==> src/rtl/cpu_host_ctrl.sv <==
// Host-side job controller for the 8-bit CPU core: loads operands into data memory,
// hands the job to the core with a req/done handshake, then streams the result window out.
module cpu_host_ctrl #(
    parameter logic [7:0] LD_BASE = 8'd0,
    parameter int         LD_LEN  = 8,
    parameter logic [7:0] RD_BASE = 8'd64,
    parameter int         RD_LEN  = 4,
    parameter int         TIMEOUT = 4096
) (
    input  logic       clk,
    input  logic       reset,
    input  logic       start,
    input  logic       ld_valid,
    input  logic [7:0] ld_data,
    output logic       ld_ready,
    output logic       mem_sel,
    output logic       mem_wr_en,
    output logic [7:0] mem_addr,
    output logic [7:0] mem_wr_dat,
    input  logic [7:0] mem_rd_dat,
    output logic       cpu_req,
    input  logic       cpu_done,
    output logic       rd_valid,
    output logic [7:0] rd_data,
    input  logic       rd_ready,
    output logic       busy,
    output logic       job_done,
    output logic       timeout_err
);

    localparam int TW = $clog2(TIMEOUT);

    localparam logic [8:0]    LD_LAST  = 9'(LD_LEN - 1);
    localparam logic [8:0]    RD_LAST  = 9'(RD_LEN - 1);
    localparam logic [TW-1:0] RUN_LAST = TW'(TIMEOUT - 1);

    localparam logic [2:0] S_IDLE  = 3'd0;
    localparam logic [2:0] S_LOAD  = 3'd1;
    localparam logic [2:0] S_REQ   = 3'd2;
    localparam logic [2:0] S_RUN   = 3'd3;
    localparam logic [2:0] S_DRAIN = 3'd4;

    logic [2:0]    state;
    logic [8:0]    cnt;
    logic [TW-1:0] run_cnt;
    logic          armed;
    logic          timeout_flag;
    logic [7:0]    ld_addr;
    logic [7:0]    rd_addr;

    assign ld_addr = LD_BASE + cnt[7:0];
    assign rd_addr = RD_BASE + cnt[7:0];

    // The byte counter is shared by LOAD and DRAIN; it is cleared on every phase entry.
    always_ff @(posedge clk) begin
        if (reset) begin
            state        <= S_IDLE;
            cnt          <= '0;
            run_cnt      <= '0;
            armed        <= 1'b0;
            timeout_flag <= 1'b0;
        end else begin
            case (state)
                S_IDLE: begin
                    if (start) begin
                        state        <= S_LOAD;
                        cnt          <= '0;
                        timeout_flag <= 1'b0;
                    end
                end
                S_LOAD: begin
                    if (ld_valid) begin
                        if (cnt == LD_LAST) begin
                            state <= S_REQ;
                            cnt   <= '0;
                        end else begin
                            cnt <= cnt + 9'd1;
                        end
                    end
                end
                S_REQ: begin
                    state   <= S_RUN;
                    run_cnt <= '0;
                    armed   <= 1'b0;
                end
                S_RUN: begin
                    // Completion only counts once done has been seen low in this job.
                    if (armed && cpu_done) begin
                        state <= S_DRAIN;
                        cnt   <= '0;
                    end else if (run_cnt == RUN_LAST) begin
                        state        <= S_IDLE;
                        timeout_flag <= 1'b1;
                    end else begin
                        run_cnt <= run_cnt + 1'b1;
                        if (!cpu_done) begin
                            armed <= 1'b1;
                        end
                    end
                end
                S_DRAIN: begin
                    if (rd_ready) begin
                        if (cnt == RD_LAST) begin
                            state <= S_IDLE;
                        end else begin
                            cnt <= cnt + 9'd1;
                        end
                    end
                end
                default: begin
                    state <= S_IDLE;
                end
            endcase
        end
    end

    // Outputs decode registered state; only the write strobe and the final-beat
    // pulse look at the handshake inputs directly.
    always_comb begin
        ld_ready   = 1'b0;
        mem_sel    = 1'b1;
        mem_wr_en  = 1'b0;
        mem_addr   = 8'd0;
        mem_wr_dat = 8'd0;
        cpu_req    = 1'b0;
        rd_valid   = 1'b0;
        rd_data    = 8'd0;
        job_done   = 1'b0;
        case (state)
            S_LOAD: begin
                ld_ready   = 1'b1;
                mem_wr_en  = ld_valid;
                mem_addr   = ld_addr;
                mem_wr_dat = ld_data;
            end
            S_REQ: begin
                mem_sel = 1'b0;
                cpu_req = 1'b1;
            end
            S_RUN: begin
                mem_sel = 1'b0;
            end
            S_DRAIN: begin
                mem_addr = rd_addr;
                rd_valid = 1'b1;
                rd_data  = mem_rd_dat;
                job_done = rd_ready && (cnt == RD_LAST);
            end
            default: begin
            end
        endcase
    end

    assign busy        = (state != S_IDLE);
    assign timeout_err = timeout_flag;

endmodule
==> config.mk <==
export PLATFORM = sky130hd
export DESIGN_NAME = cpu_host_ctrl
export DESIGN_NICKNAME = d
export VERILOG_FILES = /design/src/rtl/cpu_host_ctrl.sv
export SDC_FILE = /design/constraint.sdc
export NUM_CORES = 1
export LEC_CHECK = 0
export CAP_MARGIN = 40
export CORE_MARGIN = 3
export CORE_UTILIZATION = 47
export CTS_CLUSTER_SIZE = 25
export DETAILED_ROUTE_END_ITERATION = 8
export HOLD_SLACK_MARGIN = 0.15
export PLACE_DENSITY_LB_ADDON = 0.05
export SYNTH_ARGS = -nofsm -noshare
export SYNTH_HDL_FRONTEND = slang
export SYNTH_SLANG_ARGS = --single-unit
export TNS_END_PERCENT = 10
==> constraint.sdc <==
create_clock -name clk -period 2 [get_ports clk]
set_input_delay 0.2 -clock clk [delete_from_list [all_inputs] [get_ports clk]]
set_output_delay 0.2 -clock clk [all_outputs]
set_load 0.01 [all_outputs]
==> flow_results.org <==
** Power
- Net switching share of the total power :: 0.264
- Summed over all nets, the switching power comes to ~0.00028 W.
- Portion of total power attributed to the clock network :: 0.286
- The share of total power dissipated in sequential elements is 0.502.
- Of the total power, combinational logic draws 0.212.
- Summing internal, switching and leakage power gives ~0.0011 W.
- For this design the ratio of total power to cell area is about 430 nW/um^2.
- Maximum vdd ir drop :: between 0.0003 and 0.0004 V
- Static leakage :: between 1 and 1.5 nW
- Cell internal power dissipation :: approximately 0.00078 W

** GRT
- For this run, global-route usage on met2 was measured as 0.333.
- For met1 alone, demand over resource in global routing was 0.296.
- The number of antenna violations at the first check in global routing came to 0.
- The via count of the first global-routing pass came to between 1500 and 2000.
- The first global-routing pass estimated just under 8000 um of wire.
- In the global route stage, overall resource usage came out at 0.219.
- Busiest metal layer after global routing :: met2
- In the global route stage, met3 resource usage came out at 0.0599.
- Entering global routing, the biggest net connects 15 pins.
- Summed over all layers, the global routing overflow is 0.

** Yosys
- In the post-synthesis netlist, the biggest area contributors are dfxtp_1 (29%), and3_1 (5.2%), nor2_1 (5.2%).
- Post-synth top flop :: dfxtp_1
- The largest total area in the synthesized netlist belongs to dfxtp_1.
- Warning count from the yosys run :: 0
- Share of the yosys chip area belonging to registers :: 0.291
- Mean cell area of the mapped netlist :: 7.65 um^2
- After technology mapping, the gate count stands at approximately 230.
- Portion of synthesized cell area occupied by the leading cell type :: 0.291
- For this run, asynchronously set or reset flops after synthesis account for 0.
- Number of different library cells in the post-synthesis netlist :: 50
- Counting flops with a built-in enable in the synthesized netlist gives 0.
- Synthesis produced a netlist with a net count of ~260.
- Netlist area before placement :: around 1800 um^2
- Count of state elements after synthesis :: 26

** Timing
- Setup repair after global routing could not meet its margin everywhere.
- The total count of hold-check failures in the final report came to 0.
- Setup violations remaining at the end of the flow were counted as 3.
- Across all setup checks in the final design, the least slack found is -0.0266 ns.
- Min cycle time layout :: 2.03 ns
- The max-slew violation count came to 0.
- Across the routed clock network, the largest skew measured is approximately 0.0045 ns.
- Worst slew slack as a fraction of its limit :: 0.630
- Actual slew at the worst max-slew pin :: around 0.55 ns
- Tcrit/Tclk final :: 1.01
- Timing would allow up to ~500 MHz.

** Routing
- For this run, the detailed router's first-pass iteration total came to 4.
- In this run, the number of DRC markers left after iteration 0 of detailed routing was around 120.
- After detailed routing, the number of remaining DRC violations is 0.
- The detail route stage leaves a number of antenna-violating nets equal to 0.
- The routed layout has ~1900 vias.
- DR WL/cell :: 13.9 um
- Using the TritonRoute via totals, the vias-per-cell ratio works out to around 5.6.
- Wirelength, routed :: around 4700 um

** Layout
- Once layout is complete, the utilization of the core stands at 0.708.
- 0 antenna diodes ended up in the layout.
- Fill cells in the final layout number approximately 310.
- Net count, final :: between 300 and 400
- The multi-input combinational cells in the finished layout cover a total of approximately 1200 um^2.
- Most frequent standard cell in the layout excluding fill and tap cells :: clkdlybuf4s50_1
- Storage element area :: 526 um^2
- Synthesis-to-finish area growth :: 38.2%
- Highest-count cells in the layout ignoring fill and taps :: clkdlybuf4s50_1 (38), nor2_1 (24), dfxtp_1 (24)
- Non-Filler Cell Area, Final :: ~2500 um^2
- In the final layout, the share of cells above drive strength 1 is 0.106.

** CTS
- Clock transition at the registers of the reported paths :: 0.09 ns
- Skew-Pair Late Insertion Delay :: roughly 0.27 ns
- Library cell used as clock root buffer :: clkbuf_8
- The clock passes through at most 2 buffers.
- Cts repair resizes :: 16
- In this run the post-CTS setup repair buffer count came out at 0.
- CTS Hold Buffers Added :: 0
- TritonCTS built the clock tree.
- Number of buffers created by CTS :: 3
- In this run the number of H-tree levels came out at 1.
- Clock tree sinks :: 26

** Setup path
- CP Class :: reg -> out
- Among cell families on the critical path, the largest total delay comes from buffers and inverters.
- Walking the worst path, the cells encountered are buf_4 -> xor2_2 -> nor2b_2 -> and2_1 -> clkdlybuf4s50_1.
- Maximum fanout along the worst path :: 7
- At the worst endpoint, the required time is between 1.5 and 2 ns.
- Data on the critical path arrives at its endpoint at roughly 1.8 ns.
- Largest stage delay on the critical path :: roughly 0.54 ns
- Among all stages on the critical path, the largest delay is contributed by clkdlybuf4s50_1.
- Number of buffer and inverter instances along the worst setup path :: 2
- STA classifies the critical path endpoint as an output pin.
- The worst setup path is launched from a flop.

** Floorplan
- Initial Util :: 0.512
- The die covers roughly 4600 um^2.
- Vertical die dimension :: approximately 68 um
- After floorplanning, the core was divided into 21 placement rows.
- Pin placement for this block handled 54 I/O pins.
- Width of the chip :: between 60 and 70 um
- Core Footprint :: between 3000 and 4000 um^2

** Run status
- Run status :: finished with violations
- The checks that failed: negative setup slack.

** Place
- OpenSTA, run right after detailed placement, puts the worst setup slack at approximately 0.015 ns.
- The placed instances occupy a cell area of around 2400 um^2.
- PortBufs :: between 50 and 60
- Placer Congestion :: ~0.87
- Half-perimeter wire length of the detailed placement result :: 3530 um

** Flow run
- The tool flagged a number of max-cap violations equal to 0.

** Min path
- The tightest min-delay check is of the reg -> reg type.
[through the flow]
step / cells / hold slack, ns / setup TNS, ns
after floorplan: 234 / 0.374 / 0
after global placement: 335 / 0.475 / 0
after detailed placement: 335 / 0.481 / 0
after CTS: 338 / 0.494 / -0.0532
after global routing: 338 / 0.524 / -0.535
final: 338 / 0.489 / -0.0585
[state kept, by name, summed over array words and instances, names as in the netlist]
name,cells
timeout_err,1
armed,1
run_cnt,12
cnt,9
state,3
[cells by family after synthesis]
| group | Yosys count | synth area share |
|---|---|---|
| compound gates | 38 | 0.140 |
| xor+xnor | 11 | 0.0538 |
| fa+ha+maj | 5 | 0.0349 |
| buf+inv | 21 | 0.0636 |
| flops | 26 | 0.291 |
| mux | 3 | 0.0168 |
| simple gates | 130 | 0.400 |
[cell usage after synthesis (2+ instances only)]
cell            n
and3_1         15
inv_1           6
xnor2_1         5
dlygate4sd1_1   2
o32ai_1         3
clkbuf_1        7
a211oi_1        2
nand2b_1        4
nor3b_1         3
xor2_1          6
nor2_1         25
nand3_1        14
a21boi_0        2
o31ai_1         2
or4_1           2
o21ai_0         7
or3_1           4
dfxtp_1        26
and2_1         12
ha_1            5
nor3_1          8
and4_1          5
buf_2           3
nor2b_1         2
a21oi_1        12
nand4b_1        2
nand4_1         6
mux2i_1         3
nand2_1        20
[cell type report]
class,count,area share
timing repair buffer,70,0.264
inverter,6,0.00910
tap,46,0.0233
sequential,26,0.212
multi-input combinational,187,0.474
clock buffer,3,0.0167
[path summary, 6_finish.rpt]
path | cells past startpoint | startpoint | end | slack (ns)
max | 5 | state[2] | mem_addr[1] | -0.03
min | 2 | timeout_err | timeout_err | 0.49
max reg2reg | 7 | cnt[4] | cnt[0] | 0.10
min reg2reg | 2 | timeout_err | timeout_err | 0.49
[routing by layer]
| metal | vias up | wire, um |
|---|---|---|
| met5 | - | 0 |
| met4 | 0 | 43 |
| met3 | 4 | 463 |
| met2 | 83 | 2060 |
| met1 | 864 | 2120 |
| li1 | 945 | - |
[worst min-delay path, delay by kind of cell (launching register included)]
kind / cells / cell delay (ns)
AO/OA/AOI/OAI: 1 / 0.06
AND/OR/NAND/NOR: 1 / 0.05
flip-flops: 1 / 0.33
[power groups by stage]
stage               registers [W]  logic [W]  clock network (W)
CTS                      0.000528   0.000220           0.000309
global route             0.000530   0.000243           0.000333
detailed placement       0.000539   0.000227                  0
global placement         0.000539   0.000225                  0
finish                   0.000528   0.000223           0.000302
floorplan                0.000536   0.000109                  0
No activity file was read; power rests on OpenSTA's default activity.
